--- src/rtl/decode_stage_pkg.sv ---
// Shared codes, RV32 opcodes and the control bundle for decode_stage.
// Optional CSR decode is enabled by defining DECODE_CSR_EN.
package decode_stage_pkg;

    localparam int ALU_OP_WIDTH    = 4;
    localparam int SEL_SRC_A_WIDTH = 2;
    localparam int SEL_SRC_B_WIDTH = 3;
    localparam int SEL_PC_WIDTH    = 3;

    localparam logic [3:0] ALU_OP_NONE = 4'd0;
    localparam logic [3:0] ALU_OP_ADD  = 4'd1;
    localparam logic [3:0] ALU_OP_SUB  = 4'd2;
    localparam logic [3:0] ALU_OP_SLL  = 4'd3;
    localparam logic [3:0] ALU_OP_SLT  = 4'd4;
    localparam logic [3:0] ALU_OP_SLTU = 4'd5;
    localparam logic [3:0] ALU_OP_XOR  = 4'd6;
    localparam logic [3:0] ALU_OP_SRL  = 4'd7;
    localparam logic [3:0] ALU_OP_SRA  = 4'd8;
    localparam logic [3:0] ALU_OP_OR   = 4'd9;
    localparam logic [3:0] ALU_OP_AND  = 4'd10;

    localparam logic [1:0] SEL_SRC_A_NONE = 2'd0;
    localparam logic [1:0] SEL_SRC_A_REG  = 2'd1;
    localparam logic [1:0] SEL_SRC_A_PC   = 2'd2;
    localparam logic [1:0] SEL_SRC_A_IMM  = 2'd3;

    localparam logic [2:0] SEL_SRC_B_NONE = 3'd0;
    localparam logic [2:0] SEL_SRC_B_REG  = 3'd1;
    localparam logic [2:0] SEL_SRC_B_IMM  = 3'd2;
    localparam logic [2:0] SEL_SRC_B_FOUR = 3'd3;
    localparam logic [2:0] SEL_SRC_B_ZERO = 3'd4;

    localparam logic [2:0] SEL_PC_NONE   = 3'd0;
    localparam logic [2:0] SEL_PC_PLUS4  = 3'd1;
    localparam logic [2:0] SEL_PC_BRANCH = 3'd2;
    localparam logic [2:0] SEL_PC_JAL    = 3'd3;
    localparam logic [2:0] SEL_PC_JALR   = 3'd4;

    localparam logic [6:0] OPC_LUI    = 7'b0110111;
    localparam logic [6:0] OPC_AUIPC  = 7'b0010111;
    localparam logic [6:0] OPC_JAL    = 7'b1101111;
    localparam logic [6:0] OPC_JALR   = 7'b1100111;
    localparam logic [6:0] OPC_BRANCH = 7'b1100011;
    localparam logic [6:0] OPC_LOAD   = 7'b0000011;
    localparam logic [6:0] OPC_STORE  = 7'b0100011;
    localparam logic [6:0] OPC_OP_IMM = 7'b0010011;
    localparam logic [6:0] OPC_OP     = 7'b0110011;
    localparam logic [6:0] OPC_FENCE  = 7'b0001111;
    localparam logic [6:0] OPC_SYSTEM = 7'b1110011;

    typedef enum logic [2:0] {
        IT_NONE, IT_R, IT_I, IT_S, IT_B, IT_U, IT_J
    } itype_t;

    typedef struct packed {
        logic [4:0]                 rs1_num;
        logic [4:0]                 rs2_num;
        logic [4:0]                 rd_num;
        logic [31:0]                imm;
        logic [ALU_OP_WIDTH-1:0]    alu_op_sel;
        logic [SEL_SRC_A_WIDTH-1:0] src_a_sel;
        logic [SEL_SRC_B_WIDTH-1:0] src_b_sel;
        logic [SEL_PC_WIDTH-1:0]    pc_sel;
        logic                       wb_reg;
        logic                       wb_csr;
        logic [2:0]                 csr_op;
        logic                       illegal;
    } ctrl_t;

    localparam int CTRL_W = $bits(ctrl_t);

    function automatic logic [31:0] imm_gen(input logic [31:0] c,
                                            input itype_t t);
        case (t)
            IT_I: imm_gen = {{20{c[31]}}, c[31:20]};
            IT_S: imm_gen = {{20{c[31]}}, c[31:25], c[11:7]};
            IT_B: imm_gen = {{19{c[31]}}, c[31], c[7],
                             c[30:25], c[11:8], 1'b0};
            IT_U: imm_gen = {c[31:12], 12'b0};
            IT_J: imm_gen = {{11{c[31]}}, c[31], c[19:12],
                             c[20], c[30:21], 1'b0};
            default: imm_gen = 32'b0;
        endcase
    endfunction

    function automatic logic [3:0] alu_of(input logic [2:0] f3,
                                          input logic alt);
        case (f3)
            3'b000: alu_of = alt ? ALU_OP_SUB : ALU_OP_ADD;
            3'b001: alu_of = ALU_OP_SLL;
            3'b010: alu_of = ALU_OP_SLT;
            3'b011: alu_of = ALU_OP_SLTU;
            3'b100: alu_of = ALU_OP_XOR;
            3'b101: alu_of = alt ? ALU_OP_SRA : ALU_OP_SRL;
            3'b110: alu_of = ALU_OP_OR;
            default: alu_of = ALU_OP_AND;
        endcase
    endfunction

endpackage

--- src/rtl/decode_stage_decode_logic.sv ---
// Pure combinational RV32I decoder producing the control bundle.
// SYSTEM/CSR forms decode only when DECODE_CSR_EN is defined.
module decode_logic
    import decode_stage_pkg::*;
(
    input  logic [31:0]       code,
    output logic [CTRL_W-1:0] ctrl
);

    logic [6:0] opcode;
    logic [2:0] func3;
    logic [6:0] func7;
    itype_t     itype;
    ctrl_t      c;
    logic       bad;
    logic       csr;

    assign opcode = code[6:0];
    assign func3  = code[14:12];
    assign func7  = code[31:25];
    assign ctrl   = c;

    always_comb begin
        c        = '0;
        itype    = IT_NONE;
        bad      = 1'b0;
        csr      = 1'b0;
        c.pc_sel = SEL_PC_PLUS4;
        unique case (1'b1)
            (opcode == OPC_LUI): begin
                itype        = IT_U;
                c.alu_op_sel = ALU_OP_ADD;
                c.src_a_sel  = SEL_SRC_A_IMM;
                c.src_b_sel  = SEL_SRC_B_ZERO;
                c.wb_reg     = 1'b1;
            end
            (opcode == OPC_AUIPC): begin
                itype        = IT_U;
                c.alu_op_sel = ALU_OP_ADD;
                c.src_a_sel  = SEL_SRC_A_PC;
                c.src_b_sel  = SEL_SRC_B_IMM;
                c.wb_reg     = 1'b1;
            end
            (opcode == OPC_JAL): begin
                itype        = IT_J;
                c.alu_op_sel = ALU_OP_ADD;
                c.src_a_sel  = SEL_SRC_A_PC;
                c.src_b_sel  = SEL_SRC_B_FOUR;
                c.pc_sel     = SEL_PC_JAL;
                c.wb_reg     = 1'b1;
            end
            (opcode == OPC_JALR): begin
                itype        = IT_I;
                bad          = (func3 != 3'b000);
                c.alu_op_sel = ALU_OP_ADD;
                c.src_a_sel  = SEL_SRC_A_PC;
                c.src_b_sel  = SEL_SRC_B_FOUR;
                c.pc_sel     = SEL_PC_JALR;
                c.wb_reg     = 1'b1;
            end
            (opcode == OPC_BRANCH): begin
                itype        = IT_B;
                bad          = (func3[2:1] == 2'b01);
                c.alu_op_sel = !func3[2] ? ALU_OP_SUB :
                               func3[1] ? ALU_OP_SLTU : ALU_OP_SLT;
                c.src_a_sel  = SEL_SRC_A_REG;
                c.src_b_sel  = SEL_SRC_B_REG;
                c.pc_sel     = SEL_PC_BRANCH;
            end
            (opcode == OPC_LOAD): begin
                itype        = IT_I;
                bad          = (func3 == 3'b011) || (func3[2:1] == 2'b11);
                c.alu_op_sel = ALU_OP_ADD;
                c.src_a_sel  = SEL_SRC_A_REG;
                c.src_b_sel  = SEL_SRC_B_IMM;
                c.wb_reg     = 1'b1;
            end
            (opcode == OPC_STORE): begin
                itype        = IT_S;
                bad          = func3[2] || (func3 == 3'b011);
                c.alu_op_sel = ALU_OP_ADD;
                c.src_a_sel  = SEL_SRC_A_REG;
                c.src_b_sel  = SEL_SRC_B_IMM;
            end
            (opcode == OPC_OP_IMM): begin
                itype = IT_I;
                if (func3 == 3'b001)
                    bad = (func7 != 7'b0000000);
                if (func3 == 3'b101)
                    bad = (func7 != 7'b0000000) && (func7 != 7'b0100000);
                c.alu_op_sel = alu_of(func3, (func3 == 3'b101) && func7[5]);
                c.src_a_sel  = SEL_SRC_A_REG;
                c.src_b_sel  = SEL_SRC_B_IMM;
                c.wb_reg     = 1'b1;
            end
            (opcode == OPC_OP): begin
                itype = IT_R;
                bad   = !((func7 == 7'b0000000) ||
                          ((func7 == 7'b0100000) &&
                           ((func3 == 3'b000) || (func3 == 3'b101))));
                c.alu_op_sel = alu_of(func3, func7[5]);
                c.src_a_sel  = SEL_SRC_A_REG;
                c.src_b_sel  = SEL_SRC_B_REG;
                c.wb_reg     = 1'b1;
            end
            (opcode == OPC_FENCE): begin
                itype = IT_NONE;
            end
`ifdef DECODE_CSR_EN
            (opcode == OPC_SYSTEM): begin
                bad      = (func3 == 3'b000) || (func3 == 3'b100);
                csr      = 1'b1;
                c.wb_csr = 1'b1;
                c.csr_op = func3;
                c.wb_reg = (code[11:7] != 5'd0);
            end
`endif
            default: bad = 1'b1;
        endcase

        c.imm = imm_gen(code, itype);
        case (itype)
            IT_R: begin
                c.rs1_num = code[19:15];
                c.rs2_num = code[24:20];
                c.rd_num  = code[11:7];
            end
            IT_I: begin
                c.rs1_num = code[19:15];
                c.rd_num  = code[11:7];
            end
            IT_S, IT_B: begin
                c.rs1_num = code[19:15];
                c.rs2_num = code[24:20];
            end
            IT_U, IT_J: c.rd_num = code[11:7];
            default: ;
        endcase

        // rs1_num doubles as zimm for the immediate CSR forms
        if (csr) begin
            c.imm     = {20'b0, code[31:20]};
            c.rs1_num = code[19:15];
            c.rd_num  = code[11:7];
        end

        if (bad) begin
            c         = '0;
            c.illegal = 1'b1;
        end
    end

endmodule

--- src/rtl/decode_stage.sv ---
// Queued decode stage: FIFO of fetched words plus a registered control bundle.
// Define DECODE_CSR_EN to decode Zicsr instructions.
module decode_stage
    import decode_stage_pkg::*;
#(
    parameter int DEPTH    = 2,
    parameter int PC_WIDTH = 32
) (
    input  logic                       clk,
    input  logic                       rst,
    input  logic                       flush,
    input  logic                       in_valid,
    output logic                       in_ready,
    input  logic [31:0]                in_code,
    input  logic [PC_WIDTH-1:0]        in_pc,
    output logic                       out_valid,
    input  logic                       out_ready,
    output logic [PC_WIDTH-1:0]        out_pc,
    output logic [4:0]                 rs1_num,
    output logic [4:0]                 rs2_num,
    output logic [4:0]                 rd_num,
    output logic [31:0]                imm,
    output logic [ALU_OP_WIDTH-1:0]    alu_op_sel,
    output logic [SEL_SRC_A_WIDTH-1:0] src_a_sel,
    output logic [SEL_SRC_B_WIDTH-1:0] src_b_sel,
    output logic [SEL_PC_WIDTH-1:0]    pc_sel,
    output logic                       wb_reg,
    output logic                       wb_csr,
    output logic [2:0]                 csr_op,
    output logic                       illegal,
    output logic [$clog2(DEPTH):0]     count
);

    localparam int PW = $clog2(DEPTH);
    localparam int CW = PW + 1;
    localparam logic [CW-1:0] FULL = CW'(DEPTH);

    logic [31:0]         code_mem [DEPTH];
    logic [PC_WIDTH-1:0] pc_mem   [DEPTH];
    logic [PW-1:0]       wr_ptr;
    logic [PW-1:0]       rd_ptr;
    logic [CW-1:0]       cnt;
    logic                vld;
    ctrl_t               bundle;
    logic [PC_WIDTH-1:0] pc_r;

    logic                empty;
    logic                push;
    logic                load;
    logic                pop;
    logic                bypass;
    logic                wr;
    logic [31:0]         sel_code;
    logic [PC_WIDTH-1:0] sel_pc;
    logic [CTRL_W-1:0]   dec_bits;
    ctrl_t               dec;

    assign empty  = (cnt == '0);
    assign in_ready = (cnt < FULL);
    assign push   = in_valid && in_ready;
    // the bundle register refills when empty or being consumed
    assign load   = !flush && (!vld || out_ready);
    assign pop    = load && !empty;
    assign bypass = load && empty && push;
    assign wr     = push && !flush && !bypass;

    assign sel_code = empty ? in_code : code_mem[rd_ptr];
    assign sel_pc   = empty ? in_pc : pc_mem[rd_ptr];

    decode_logic u_decode (
        .code (sel_code),
        .ctrl (dec_bits)
    );

    assign dec = dec_bits;

    always_ff @(posedge clk) begin
        if (wr) begin
            code_mem[wr_ptr] <= in_code;
            pc_mem[wr_ptr]   <= in_pc;
        end
    end

    always_ff @(posedge clk or posedge rst) begin
        if (rst) begin
            wr_ptr <= '0;
            rd_ptr <= '0;
            cnt    <= '0;
            vld    <= 1'b0;
            bundle <= '0;
            pc_r   <= '0;
        end else if (flush) begin
            wr_ptr <= '0;
            rd_ptr <= '0;
            cnt    <= '0;
            vld    <= 1'b0;
        end else begin
            if (wr)
                wr_ptr <= wr_ptr + 1'b1;
            if (pop)
                rd_ptr <= rd_ptr + 1'b1;
            case ({wr, pop})
                2'b10:   cnt <= cnt + 1'b1;
                2'b01:   cnt <= cnt - 1'b1;
                default: ;
            endcase
            if (load) begin
                vld <= !empty || push;
                if (!empty || push) begin
                    bundle <= dec;
                    pc_r   <= sel_pc;
                end
            end
        end
    end

    assign out_valid  = vld;
    assign count      = cnt;
    assign out_pc     = pc_r;
    assign rs1_num    = bundle.rs1_num;
    assign rs2_num    = bundle.rs2_num;
    assign rd_num     = bundle.rd_num;
    assign imm        = bundle.imm;
    assign alu_op_sel = bundle.alu_op_sel;
    assign src_a_sel  = bundle.src_a_sel;
    assign src_b_sel  = bundle.src_b_sel;
    assign pc_sel     = bundle.pc_sel;
    assign wb_reg     = bundle.wb_reg;
    assign wb_csr     = bundle.wb_csr;
    assign csr_op     = bundle.csr_op;
    assign illegal    = bundle.illegal;

endmodule

--- config.mk ---
export PLATFORM = sky130hd
export DESIGN_NAME = decode_stage
export DESIGN_NICKNAME = d
export VERILOG_FILES = /design/src/rtl/decode_stage_pkg.sv /design/src/rtl/decode_stage_decode_logic.sv /design/src/rtl/decode_stage.sv
export SDC_FILE = /design/constraint.sdc
export NUM_CORES = 1
export LEC_CHECK = 0
export BUFFER_PORTS_ARGS = -buffer_cell sky130_fd_sc_hd__buf_2
export CORE_UTILIZATION = 50
export CTS_BUF_LIST = sky130_fd_sc_hd__clkbuf_8
export CTS_CLUSTER_SIZE = 8
export DETAILED_ROUTE_END_ITERATION = 7
export MAX_ROUTING_LAYER = met4
export PLACE_DENSITY = 0.75
export REMOVE_ABC_BUFFERS = 1
export SLEW_MARGIN = 20
export SYNTH_ARGS = -nofsm -noshare
export SYNTH_HDL_FRONTEND = slang
export SYNTH_SLANG_ARGS = --single-unit
--- constraint.sdc ---
create_clock -name clk -period 6.7 [get_ports clk]
set_input_delay 0.335 -clock clk [delete_from_list [all_inputs] [get_ports clk]]
set_output_delay 0.335 -clock clk [all_outputs]
set_load 0.01 [all_outputs]
==> flow_summary.toml, run 1 <==
[hold_path]
hp-class = "in2reg"

[sta]
rsz0062_at_grt = "false"
fin_crit_ns = 4.04
fin_worst_skew_ns = 0.0197
worstMarginPinSlew_ns = 1.02
max_clock_freq_ghz = 0.247
setup_viol = 0
hold_viol = 0
final.setup.tns_ns = 0
fin_crit_sh_pct = 60.4
whs_ns = 0.0310
finalMaxSlewViolations = 0
relSlewSlack_pct = 31.9

[clocking]
cts-root-buf = "clkbuf_8"
cts_sinks = 226
clock_path_buffers = 3
cts-hold-fix-buffers = 55
clk_latency_ns = 0.53
htreeDepth = 2
ctsResizeCount = 0
cts_tree = "done"
clkTransAtPathRegs_ns = 0.06
postCtsSetupRepairBufs = 0
numCtsBuffers = 38

[power_and_ir_drop]
leakage_nw = 4.90
power.density_nw_per_um2 = 253
peakVddDrop_mv = 0.151
p_total_mw = 3.03

[synthesis]
yosysMostFrequentCell = "nand2_1"
seq_area_frac_synth_pct = 64.5
ys_types = 54
synth_top_area_share_pct = 39.4
async_flop_share_pct = 43.4
yosys_warnings = 0
syn_area_per_cell_um2 = 11.8
postSynthCellCount = 830
synth_largest_area_cell = "edfxtp_1"
ys_seq_elements = 226
synth.area.top_cells = "edfxtp_1 39%, dfrtp_1 25%, mux2i_1 6.3%"
ys_top_cells_by_count = "135 x nand2_1, 128 x edfxtp_1, 98 x dfrtp_1"
synth_area_um2 = 9760
synth-edff-count = 128
synth_ff_type = "edfxtp_1"

[global_route]
grt_max_degree = 98
grt_overflow_total = 0
grt_pass1_wl_um = 37200
gr-usage-all-layers_pct = 24.8
antenna_found_initial = 0
grt_pass1_vias = 6940

[floorplan]
fp-row-count = 50
dieArea_um2 = 20100
die_h_um = 142
ios = 170
core-area_um2 = 18900
die_w_um = 142
start_util_pct = 51.6

[layout]
multi_input_area_um2 = 3170
fin_cells = 1335
num_antenna_cells = 0
drive_gt1_share_pct = 23.1
fillers = 1521
layout_top_registers = "code_mem: 64 flops, pc_mem: 64 flops"
area_growth_pct = 23.0
seq_area_um2 = 6300
num-nets-final = 1114

[critical_path]
crit_chain = "buf_4 > mux2_2 > mux2i_2 > and4_1 > a2111oi_2 > a211oi_2 > nand4_2 > buf_4 > o31ai_1"
end_kind = "register"
critPathKind = "reg2reg"
crit_arrival_ns = 4.47
cpMostUsedCell = "buf_4"
crit_fanout = 43
critPathRequiredTime_ns = 7.12
slowest_delay_ns = 0.74
slowest_stage = "dfrtp_4"
critPathLaunchType = "register"

[detailed_routing]
routed_wl_um = 23300
wl_per_cell_um = 17.5
wl_met1_um = 10500
drcViolationCount = 0
drt_iter0_drc = 427
dr_wl_met3_um = 1280
vias = 7120
antenna_left = 0
met2_length_um = 11100
via_per_inst = 5.33
firstDrtPassIters = 5
top_layer_used = "met4"

[job]
max_cap_violations = 0

[outcome]
status = "finished clean"

[placed_design]
dp_cells = 1210
io_buffers = 165
post-dp-hpwl_um = 15000
gp_congestion = 0.899
[worst paths after layout]
path / startpoint / endpoint / slack [ns] / cells after the start
worst max-delay path: rd_ptr$_DFFE_PP0P_ / rd_num[3]$_DFFE_PP0P_ / 2.66 / 9
worst min-delay path: in_pc[9] / pc_mem[0][9]$_DFFE_PP_ / 0.03 / 1
worst max register to register: rd_ptr$_DFFE_PP0P_ / rd_num[3]$_DFFE_PP0P_ / 2.66 / 9
worst min register to register: imm[24]$_DFFE_PP0P_ / imm[24]$_DFFE_PP0P_ / 0.47 / 2
max in group asynchronous: rst / illegal$_DFFE_PP0P_ / 5.05 / 4
min in group asynchronous: rst / out_pc[25]$_DFFE_PP0P_ / 0.43 / 3
[cells in the final DEF (no fill, tap or decap), types with 45 or more instances in the layout]
cell type and instances:
a21oi_1 62, buf_2 165, clkbuf_8 45, dfrtp_1 97
dlygate4sd3_1 55, edfxtp_1 128, mux2i_1 61, nand2_1 135
nor2_1 54, o21ai_0 74
[critical path, delay by kind of cell (launching register included)]
| kind | cells | cell delay [ns] |
|---|---|---|
| AO/OA/AOI/OAI | 3 | 0.56 |
| buffers and inverters | 2 | 1.10 |
| flip-flops | 1 | 0.74 |
| multiplexers | 2 | 0.75 |
| AND/OR/NAND/NOR | 2 | 0.76 |
[power breakdown]
part | switching (mW) | total [mW] | leakage [nW] | internal (mW)
registers | 0.0283 | 1.55 | 2.47 | 1.53
logic | 0.201 | 0.328 | 2.00 | 0.127
clock network | 0.537 | 1.15 | 0.434 | 0.612
total | 0.766 | 3.03 | 4.90 | 2.27
[metal layers]
metal,up-vias,global-route usage (%)
li1,3449,-
met1,3409,33.6
met2,223,38.1
met3,39,4.18
met4,0,8.26
met5,-,-
[cells by family (layout without fill, tap and decap cells)]
group | after synthesis | count (layout) | synth area share, %
compound gates | 226 | 226 | 14.4
xor+xnor | 3 | 3 | 0.269
buf+inv | 66 | 308 | 3.45
flops | 226 | 226 | 64.5
mux | 67 | 67 | 6.98
other cells | 1 | 4 | 0.0384
simple gates | 241 | 241 | 10.4
[through the flow]
step / cell area (um2) / utilization, % / setup slack (ns)
after global placement: 10700 / 56.7 / 2.73
after CTS: 12000 / 63.5 / 2.62
after global routing: 12000 / 63.5 / 2.32
after floorplan: 9470 / - / 1.06
final: 12000 / 63.5 / 2.66
after detailed placement: 10700 / 56.7 / 2.63
[layout make-up]
type	count	area share [%]
well taps	260	2.71
inverters	9	0.302
flip-flops and latches	226	52.5
repair buffers	229	12.0
clock buffers	45	5.16
multi-input cells	541	26.4
clock inverters	25	0.897
Power figures use the tool's default switching activity.
==> run 2, diff against run 1 <==
==> constraint.sdc (replaced) <==
create_clock -name clk -period 4 [get_ports clk]
set_input_delay 0.2 -clock clk [delete_from_list [all_inputs] [get_ports clk]]
set_output_delay 0.2 -clock clk [all_outputs]
set_load 0.01 [all_outputs]
==> run 2 against run 1 <==
  * Via count is 2.3% higher
  * Clock-buffer cell count is 1 lower
  * Worst setup slack worse by 2.1 ns
  * Flip-flop and latch count stayed put
  * Die area stayed put
  * Sequential power is 68% higher
  * Final cell count is 2.0% higher
  * Combinational power is 75% higher
==> flow_summary.toml, run 2 (synthesis results as in run 1) <==
[global_route]
grt_pass1_wl_um = 38400
use_met3_pct = 3.98
gr-usage-all-layers_pct = 25.3
antenna_found_initial = 0
grt_overflow_total = 0
grt_max_degree = 95
use_met1_pct = 32.5
busiest_layer = "met2"
grt_pass1_vias = 7408
grtUsageMet2_pct = 40.8

[clocking]
cts_sinks = 226
clk_latency_ns = 0.52
postCtsSetupRepairBufs = 0
cts-root-buf = "clkbuf_8"
clock_path_buffers = 3
htreeDepth = 2
clkTransAtPathRegs_ns = 0.05
cts_tree = "done"
numCtsBuffers = 39

[power_and_ir_drop]
leakage_nw = 5.03
power.density_nw_per_um2 = 415
peakVddDrop_mv = 0.321

[placed_design]
gp_congestion = 0.903
post-dp-hpwl_um = 15100
detailedPlace.worstSlack_ns = 0.617
placed_cell_area_um2 = 10800
io_buffers = 165

[sta]
max_clock_freq_ghz = 0.291
rsz0062_at_grt = "false"
relSlewSlack_pct = 37.8
final.setup.tns_ns = 0
setup_viol = 0
fin_crit_ns = 3.44
hold_viol = 0
worstMarginPinSlew_ns = 0.932
fin_crit_sh_pct = 85.9
finalMaxSlewViolations = 0
fin_worst_skew_ns = 0.0145
fin_ws_ns = 0.564

[layout]
num-nets-final = 1140
num_antenna_cells = 0
layout_top_registers = "code_mem: 64 flops, pc_mem: 64 flops"
fillers = 1504
finalCoreUtilization_pct = 64.8
area_growth_pct = 25.4
final_common_cell = "buf_2"
final_cell_mix = "165 x buf_2, 135 x nand2_1, 128 x edfxtp_1"
drive_gt1_share_pct = 23.4
stdcell_area_um2 = 12200

[critical_path]
critPathLaunchType = "register"
crit_fanout = 28
crit_arrival_ns = 3.81
critPathRequiredTime_ns = 4.37
r2r_setup_slack_ns = 0.56
critPathKind = "reg2reg"
end_kind = "register"

[floorplan]
ios = 170
die_w_um = 142
start_util_pct = 51.6
fp-row-count = 50
dieArea_um2 = 20100
core-area_um2 = 18900
die_h_um = 142

[detailed_routing]
routed_wl_um = 23900
firstDrtPassIters = 5
wl_per_cell_um = 17.6
vias = 7284
drcViolationCount = 0
drt_iter0_drc = 472
antenna_left = 0
via_per_inst = 5.35

[outcome]
status = "finished clean"

[job]
max_cap_violations = 0

[hold_path]
hp-class = "in2reg"
## run 2: path summary, 6_finish.rpt
check / from / to / depth (start not counted)
min in group asynchronous: rst / out_pc[25]$_DFFE_PP0P_ / 3
min reg2reg: wb_reg$_DFFE_PP0P_ / wb_reg$_DFFE_PP0P_ / 2
max in group asynchronous: rst / imm[13]$_DFFE_PP0P_ / 4
min: out_ready / out_valid$_DFFE_PP0P_ / 4
max: rd_ptr$_DFFE_PP0P_ / rd_num[1]$_DFFE_PP0P_ / 9
max reg2reg: rd_ptr$_DFFE_PP0P_ / rd_num[1]$_DFFE_PP0P_ / 9
## run 2: power breakdown
group          switching, mW  internal, mW  total, mW
clock network          0.894          1.01       1.90
registers             0.0452          2.56       2.60
logic                  0.343         0.232      0.575
## run 2: layout make-up
class / count / area (um2) / share of cell area (%)
flip-flops and latches: 226 / 6300 / 51.5
multi-input cells: 541 / 3170 / 25.9
repair buffers: 254 / 1690 / 13.8
clock buffers: 44 / 606 / 4.95
well taps: 260 / 325 / 2.66
clock inverters: 28 / 114 / 0.931
inverters: 9 / 36.3 / 0.297
## run 2: repair_timing
action                                  4_1_cts  5_1_grt
hold buffers                                 67        0
resized for setup                             0        0
endpoints found under the hold margin       200        0
endpoints found under the setup margin        0        0
## run 2: critical path, stage by stage, from the launching register on
cell and delay [ns]:
dfrtp_4 0.72, buf_4 0.33, nand3_1 0.13, and2_1 0.20, a2111oi_4 0.59, and2_1 0.38
a211oi_2 0.12, nand4_2 0.37, buf_4 0.31, o31ai_1 0.11
## run 2: through the flow
| step | total power [mW] | hold WS, ns | instances |
|---|---|---|---|
| after floorplan | 2.95 | 0.263 | 776 |
| after global placement | 3.16 | 0.302 | 1223 |
| after detailed placement | 3.17 | 0.313 | 1223 |
| after CTS | 5.13 | 0.151 | 1362 |
| after global routing | 5.32 | 0.193 | 1362 |
| final | 5.08 | 0.177 | 1362 |
## run 2: per-layer routing
layer | vias up | part of all wire [%] | routed length, um
met5 | - | 0 | 0
met4 | 0 | 2.5 | 590
met3 | 50 | 5.2 | 1240
met2 | 232 | 49 | 11700
met1 | 3494 | 43 | 10400
li1 | 3508 | - | -
